### src/rtl/pc_gen.sv
// Fetch-stage program-counter generator with trap/branch/return redirects and a return-address stack.
// Latency: a redirect or advance requested in cycle N appears on fetch_pc in cycle N+1.
// Backpressure: fetch_pc holds while fetch_valid & !fetch_ready (or stall) unless a redirect squashes the request.
module pc_gen #(
    parameter int              XLEN       = 32,
    parameter logic [XLEN-1:0] RESET_PC   = '0,
    parameter int              STEP       = 4,
    parameter logic [XLEN-1:0] ALIGN_MASK = 3,
    parameter int              RAS_DEPTH  = 4
) (
    input  logic            clk,
    input  logic            rst,
    input  logic            stall,
    input  logic            fetch_ready,
    output logic            fetch_valid,
    output logic [XLEN-1:0] fetch_pc,
    output logic [XLEN-1:0] pc_plus_step,
    input  logic            trap_req,
    input  logic [XLEN-1:0] trap_vec,
    input  logic            br_req,
    input  logic [XLEN-1:0] br_target,
    input  logic            call_push,
    input  logic [XLEN-1:0] push_addr,
    input  logic            ret_pop,
    output logic            ras_empty,
    output logic            misalign,
    output logic [XLEN-1:0] misalign_addr
);

    localparam int              PW     = $clog2(RAS_DEPTH);
    localparam int              CW     = PW + 1;
    localparam logic [XLEN-1:0] STEP_V = XLEN'(STEP);

    typedef enum logic [1:0] {
        S_BOOT = 2'd0,
        S_RUN  = 2'd1,
        S_HALT = 2'd2
    } state_t;

    state_t          state;

    // Return-address stack: circular buffer, top points at the newest entry.
    logic [XLEN-1:0] ras_mem [RAS_DEPTH];
    logic [PW-1:0]   ras_top;
    logic [CW-1:0]   ras_cnt;

    logic            ras_full;
    logic            in_run;
    logic            pop_ok;
    logic            push_ok;
    logic            flush;
    logic            redir_vld;
    logic [XLEN-1:0] redir_tgt;
    logic            tgt_bad;
    logic [XLEN-1:0] trap_tgt;
    logic            adv;

    assign pc_plus_step = fetch_pc + STEP_V;
    assign ras_empty    = (ras_cnt == '0);
    assign ras_full     = (ras_cnt == CW'(RAS_DEPTH));
    assign in_run       = (state == S_RUN);

    // A trap always wins, so it suppresses any same-cycle RAS activity; a branch blocks the pop only.
    assign pop_ok    = in_run & ret_pop & ~ras_empty & ~br_req & ~trap_req;
    assign push_ok   = in_run & call_push & ~trap_req;
    assign flush     = trap_req & (state != S_BOOT);

    assign redir_vld = br_req | pop_ok;
    assign redir_tgt = br_req ? br_target : ras_mem[ras_top];
    assign tgt_bad   = |(redir_tgt & ALIGN_MASK);
    assign trap_tgt  = trap_vec & ~ALIGN_MASK;
    assign adv       = fetch_valid & fetch_ready & ~stall;

    // Sequencer: boot, run with prioritised next-PC selection, halt on misaligned target until a trap.
    always_ff @(posedge clk or posedge rst) begin
        if (rst) begin
            state         <= S_BOOT;
            fetch_pc      <= RESET_PC;
            fetch_valid   <= 1'b0;
            misalign      <= 1'b0;
            misalign_addr <= '0;
        end else begin
            case (state)
                S_BOOT: begin
                    state       <= S_RUN;
                    fetch_valid <= 1'b1;
                end
                S_RUN: begin
                    if (trap_req) begin
                        fetch_pc <= trap_tgt;
                    end else if (redir_vld) begin
                        if (tgt_bad) begin
                            state         <= S_HALT;
                            fetch_valid   <= 1'b0;
                            misalign      <= 1'b1;
                            misalign_addr <= redir_tgt;
                        end else begin
                            fetch_pc <= redir_tgt;
                        end
                    end else if (adv) begin
                        fetch_pc <= pc_plus_step;
                    end
                end
                S_HALT: begin
                    if (trap_req) begin
                        state       <= S_RUN;
                        fetch_valid <= 1'b1;
                        fetch_pc    <= trap_tgt;
                        misalign    <= 1'b0;
                    end
                end
                default: begin
                    state       <= S_BOOT;
                    fetch_valid <= 1'b0;
                end
            endcase
        end
    end

    // RAS pointer and occupancy; a simultaneous push and pop replaces the top in place.
    always_ff @(posedge clk or posedge rst) begin
        if (rst) begin
            ras_top <= '0;
            ras_cnt <= '0;
        end else if (flush) begin
            ras_cnt <= '0;
        end else if (pop_ok && push_ok) begin
            ras_cnt <= ras_cnt;
        end else if (pop_ok) begin
            ras_top <= ras_top - PW'(1);
            ras_cnt <= ras_cnt - CW'(1);
        end else if (push_ok) begin
            ras_top <= ras_top + PW'(1);
            if (!ras_full) begin
                ras_cnt <= ras_cnt + CW'(1);
            end
        end
    end

    // RAS storage; a push when full lands on the oldest slot, silently dropping it.
    always_ff @(posedge clk) begin
        if (push_ok) begin
            ras_mem[pop_ok ? ras_top : ras_top + PW'(1)] <= push_addr;
        end
    end

endmodule

### config.mk
export PLATFORM = sky130hd
export DESIGN_NAME = pc_gen
export DESIGN_NICKNAME = d
export VERILOG_FILES = /design/src/rtl/pc_gen.sv
export SDC_FILE = /design/constraint.sdc
export NUM_CORES = 1
export LEC_CHECK = 0
export ABC_CLOCK_PERIOD_IN_PS = 4700
export BUFFER_PORTS_ARGS = -buffer_cell sky130_fd_sc_hd__buf_4
export CAP_MARGIN = 20
export CORE_ASPECT_RATIO = 0.8
export CORE_MARGIN = 2
export CORE_UTILIZATION = 50
export CTS_CLUSTER_DIAMETER = 150
export DETAILED_ROUTE_END_ITERATION = 16
export HOLD_SLACK_MARGIN = 0.02
export PLACE_DENSITY = 0.78
export SLEW_MARGIN = 20
export SYNTH_ARGS = -nofsm -noshare
export SYNTH_HDL_FRONTEND = slang
export SYNTH_SLANG_ARGS = --single-unit
export TNS_END_PERCENT = 30
### constraint.sdc
create_clock -name clk -period 4.7 [get_ports clk]
set_input_delay 0.47 -clock clk [delete_from_list [all_inputs] [get_ports clk]]
set_output_delay 0.47 -clock clk [all_outputs]
set_load 0.05 [all_outputs]
==> impl_metrics.ini, run 1 <==
[cells_and_area]
antenna_cells = 0
fin_nets = 1002
final_cell_area_um2 = 11650
final_core_util_pct = 63.95
drive_above_1_share_pct = 35.59
num-fill-cells = 1389
areaGrowthSynthToFinish_pct = 24.89
instances_no_fill = 1155

[logic_synthesis]
synthTopCellsByCount = edfxtp_1 (128), dfrtp_1 (72), nand2_1 (72), nor2_1 (54), o21ai_0 (42)
ys_ff_latch = 200
synth_most_common_cell = edfxtp_1
ys_seq_area_share_pct = 60.50
netlist.top_cell.by_area = edfxtp_1
syn_area_per_cell_um2 = 13.35
synth.distinct_cells = 63
synth_edf_count = 128
synth_fp_nets = 811
yosysWarnings = 0
netlist.area_leader.share_pct = 41.19
synthTopCellsByArea = edfxtp_1 (41%), dfrtp_1 (19%), mux4_2 (7.2%)
async_reset_ff_share_pct = 36.00
syn_area_um2 = 9331
synthesis.instances = 699
synth_flop_cell = edfxtp_1

[clocking]
clock-sinks = 200
numCtsBuffers = 17
postCtsHoldBufs = 0
post_cts_resized = 0
htreeDepth = 4
cts_setup_buffers = 0
cts_max_path_buffers = 2
clk_latency_ps = 440
clk_pin_slew_ps = 80
clockRootBuffer = clkbuf_16
cts_tree = built

[placement]
dp_slack_ps = 1521
placedInstanceArea_um2 = 11060
io_buffers = 200
dp_cells = 1123
dp_hpwl_um = 17460
gp_congestion = 0.9034

[sta]
relSlewSlack_pct = 33.91
maxSlewViolCount = 0
period_needed_ps = 3322
report.final.hold_viol_count = 0
setup_ws_ps = 1378
fmax_ghz = 0.3011
post-route-period-util_pct = 70.67
worst_pin_slew_ps = 991.4
setup_viol = 0
fin_skew_ps = 11.24
finalSetupTns_ps = 0
hold_ws_ps = 227.5
rsz0062_at_grt = false

[floorplanning]
die_x_um = 156.7
die_area_um2 = 19780
fp.coreArea_um2 = 18220
die_y_um = 126.2
rows = 44
num_io_pins = 203
initial_core_util_pct = 51.21

[global_route]
grt_max_degree = 43
grt.total_usage_pct = 25.24
grt_overflow = 0
grt_pass1_wl_um = 36830
antenna_found_initial = 0
grt_pass1_vias = 6344

[hold_path]
hold_depth = 1
worstHoldStart = push_addr[19]
hold_class = input pin to flop
hold_path_end = ras_mem[0][19]

[power_and_ir_drop]
finalPower_mw = 8.476
power_density_nw_per_um2 = 727.3
vdd_ir_drop_max_v = 0.0003567
p_leak_nw = 4.514

[detailed_routing]
met1_length_um = 10880
wl_met3_um = 2167
drc_errors = 0
top_layer_used = met4
drt-wirelength-per-cell_um = 21.58
routed-via-count = 6779
vias_per_cell = 5.869
wl_met2_um = 11420
ant_nets = 0
drt_iter0_markers = 637
drt-total-wl_um = 24930
drt_pass1_iterations = 7

[worst_setup_path]
crit_arrival_ps = 2850
r2r_slack_ps = 1480
critPathMaxFanout = 7
timing.rr.start = ras_top[0]
endpoint_kind = output port
r2r-end = fetch_pc[14]
crit_type = flop to output port
crit_required_ps = 4230
crit_path_start_kind = flop
reg2reg_depth = 6

[run_status]
status = finished, final reports clean

[run]
maxCapViolCount = 0
## cells by family (layout without fill, tap and decap cells)
family                   Yosys count  in the layout  synth area share (%)
AO/OA/AOI/OAI                    142            142                 10.30
adder cells (fa/ha/maj)            8              8                 1.153
flip-flops                       200            200                 60.50
XOR/XNOR                          31             31                 2.910
AND/OR/NAND/NOR                  187            187                 9.453
multiplexers                      74             74                 12.51
buffers and inverters             57            260                 3.178
## cell type report
| cell class | instances | area (um^2) | area share, % |
|---|---|---|---|
| clock buffer | 17 | 425.4 | 3.650 |
| timing repair buffer | 215 | 1634 | 14.02 |
| clock inverter | 14 | 155.1 | 1.331 |
| multi-input combinational | 442 | 3423 | 29.38 |
| sequential | 200 | 5647 | 48.45 |
| tap | 253 | 316.6 | 2.716 |
| inverter | 14 | 52.55 | 0.4509 |
## critical path, cell delays in order (launching register included)
cell and delay, ps:
dfrtp_1 500, ha_1 360, nand2_1 110, nor4_1 720, nand3_1 210, xnor2_1 270, buf_4 250
## power breakdown
| part | switching, mW | internal, mW | total, mW |
|---|---|---|---|
| Sequential | 0.425 | 2.28 | 2.70 |
| Combinational | 2.87 | 1.46 | 4.33 |
| Clock | 0.690 | 0.752 | 1.44 |
## layout by cell type, fill, tap and decap left out, types with 4 or more instances in the layout
cell type  netlist  final
and3_1           7      7
nand3_1         17     17
a22o_1           7      7
o21ai_0         42     42
a221o_1          8      8
buf_4            6    213
and4_1           4      4
dfrtp_1         72     71
o31ai_1          6      5
clkbuf_16        0     17
a22oi_1          6      6
ha_1             7      7
o22ai_1          5      5
nand4_1          4      4
a21oi_1         10     10
mux4_2          30     30
nor2_1          54     52
xor2_1           9      9
mux2_1          15     15
xnor2_1         22     22
a31oi_1         28     28
nand2_1         72     72
inv_1           13     12
mux2_2          26     26
o31a_1           4      4
edfxtp_1       128    128
o2bb2ai_1        4      4
inv_8            0      4
## registers in the layout, summed over array words and instances, names as in the netlist
| name | flops |
|---|---|
| ras_mem | 128 |
| fetch_pc | 32 |
| misalign_addr | 32 |
| ras_cnt | 3 |
| ras_top | 2 |
| fetch_valid | 1 |
| misalign | 1 |
| state | 1 |
## per-layer routing
metal	GRT usage (%)	up-vias
met5	0	-
met4	7.178	0
met3	6.228	39
met2	37.69	358
met1	37.04	3340
li1	-	3042
## worst max-delay path by stage
stage / start / to / slack [ps] / depth (start not counted)
6_report: fetch_pc[2] / pc_plus_step[16] / 1380 / 6
5_1_grt: ras_top[0] / fetch_pc[14] / 1210 / 6
4_1_cts: fetch_pc[2] / pc_plus_step[16] / 1420 / 6
3_5_place_dp: ras_top[0] / ras_mem[0][24] / 1520 / 5
3_3_place_gp: ras_top[0] / ras_mem[0][24] / 1560 / 5
2_1_floorplan: fetch_valid / ras_mem[1][0] / 90 / 6
No activity file was read; power rests on OpenSTA's default activity.
==> run 2: changes to the inputs <==
--- a/config.mk
+++ b/config.mk
@@ -5,7 +5,7 @@
 export SDC_FILE = /design/constraint.sdc
 export NUM_CORES = 1
 export LEC_CHECK = 0
-export ABC_CLOCK_PERIOD_IN_PS = 4700
+export ABC_CLOCK_PERIOD_IN_PS = 3400
 export BUFFER_PORTS_ARGS = -buffer_cell sky130_fd_sc_hd__buf_4
 export CAP_MARGIN = 20
 export CORE_ASPECT_RATIO = 0.8
==> constraint.sdc (replaced) <==
create_clock -name clk -period 3.4 [get_ports clk]
set_input_delay 0.34 -clock clk [delete_from_list [all_inputs] [get_ports clk]]
set_output_delay 0.34 -clock clk [all_outputs]
set_load 0.05 [all_outputs]
==> run 2 against run 1 <==
Net effect:
- clock skew up 1.7 ps
- critical path type unchanged
- largest cell class unchanged
- register-to-register slack lost 810 ps
- worst hold slack lost 190 ps
- final cell count rose by 0.26%
==> impl_metrics.ini, run 2 (same netlist as run 1, synthesis figures left out) <==
[run_status]
status = finished, final reports clean

[sta]
fmax_ghz = 0.3243
post-route-period-util_pct = 90.69
rsz0062_at_grt = false
setup_ws_ps = 316.6
finalSetupTns_ps = 0
worst_pin_slew_ps = 783.8
period_needed_ps = 3083
report.final.hold_viol_count = 0
relSlewSlack_pct = 47.55
hold_ws_ps = 33.16
fin_skew_ps = 12.92
setup_viol = 0
maxSlewViolCount = 0

[clocking]
numCtsBuffers = 17
cts_max_path_buffers = 2
clk_latency_ps = 430
cts_setup_buffers = 0
cts_tree = built
postCtsHoldBufs = 0
post_cts_resized = 0
clk_pin_slew_ps = 80
clockRootBuffer = clkbuf_16
htreeDepth = 4
clock-sinks = 200

[cells_and_area]
layout_commonest_cell = buf_4
areaGrowthSynthToFinish_pct = 25.99
largest_reg_flops = 128
regMostFlops = ras_mem
multi_input_area_um2 = 3440
final_cell_mix = buf_4 (211), edfxtp_1 (128), nand2_1 (72)
drive_above_1_share_pct = 35.58
fin_nets = 1004
instances_no_fill = 1158
seq_area_um2 = 5647
final_core_util_pct = 64.52
antenna_cells = 0
reg_top3 = ras_mem (128), fetch_pc (32), misalign_addr (32)
num-fill-cells = 1377
final_cell_area_um2 = 11760

[floorplanning]
initial_core_util_pct = 51.21
rows = 44
die_x_um = 156.7
fp.coreArea_um2 = 18220
die_y_um = 126.2
num_io_pins = 203
die_area_um2 = 19780

[worst_setup_path]
critPathMaxFanout = 7
crit_required_ps = 3060
crit_type = flop to output port
endpoint_kind = output port
crit_arrival_ps = 2740
crit_path_start_kind = flop
r2r_slack_ps = 670

[placement]
dp_cells = 1126
gp_congestion = 0.9258
placedInstanceArea_um2 = 11160
dp_hpwl_um = 17140
dp_slack_ps = 718.1
io_buffers = 200

[global_route]
grt_pass1_vias = 6359
grt.total_usage_pct = 24.64
grt_pass1_wl_um = 36690
antenna_found_initial = 1
grt_max_degree = 43
grt_overflow = 0

[power_and_ir_drop]
vdd_ir_drop_max_v = 0.0006331
p_leak_nw = 4.562
finalPower_mw = 11.79
power_density_nw_per_um2 = 1003

[detailed_routing]
top_layer_used = met5
vias_per_cell = 5.770
drc_errors = 0
drt-total-wl_um = 23870
drt_iter0_markers = 649
ant_nets = 0
routed-via-count = 6682
wl_met3_um = 2136
drt-wirelength-per-cell_um = 20.61
drt_pass1_iterations = 6
wl_met2_um = 10970
met1_length_um = 10390

[run]
maxCapViolCount = 0

[hold_path]
hold_class = input pin to asynchronous set/reset pin
==> run 2: changes by cell type in the layout (fill, tap and decap cells not counted), moves of 2 or more <==
cell,previous run,this run
buf_12,1,6
buf_4,213,211
clkbuf_1,0,2
inv_6,3,1
nor3b_2,2,0
nor3b_4,0,2
==> run 2: final timing paths <==
check                                      start                end  cells past startpoint
worst max-delay path                 fetch_pc[2]   pc_plus_step[24]                      7
worst min-delay path                         rst  misalign_addr[27]                      2
worst max register to register       fetch_valid       fetch_pc[25]                      8
worst min register to register  misalign_addr[3]   misalign_addr[3]                      1
max in group asynchronous                    rst        fetch_pc[9]                      3
min in group clk                   push_addr[29]     ras_mem[2][29]                      1
==> run 2: worst max-delay path: stages, from the launching register on <==
cell	delay, ps
dfrtp_1	540
ha_1	360
nand2_1	110
nor2_1	400
nand2_1	280
nor2_1	250
xnor2_1	150
buf_4	220
==> run 2: power breakdown <==
group          leakage, nW  total (mW)  switching, mW  internal, mW
registers             2.02        3.69          0.542          3.15
logic                 2.25        6.05           4.00          2.05
clock network        0.291        2.05          0.940          1.12
total                 4.56        11.8           5.48          6.31
==> run 2: layout make-up <==
type,count,share of cell area (%)
clock buffer,19,3.682
inverter,14,0.4470
clock inverter,13,1.394
sequential,200,48.03
timing repair buffer,217,14.50
multi-input combinational,442,29.26
tap,253,2.693
==> run 2: per-layer routing <==
metal	track usage, %	vias up
met2	37.10	328
met3	6.091	40
met4	6.314	2
met5	0	-
met1	36.16	3265
li1	-	3047
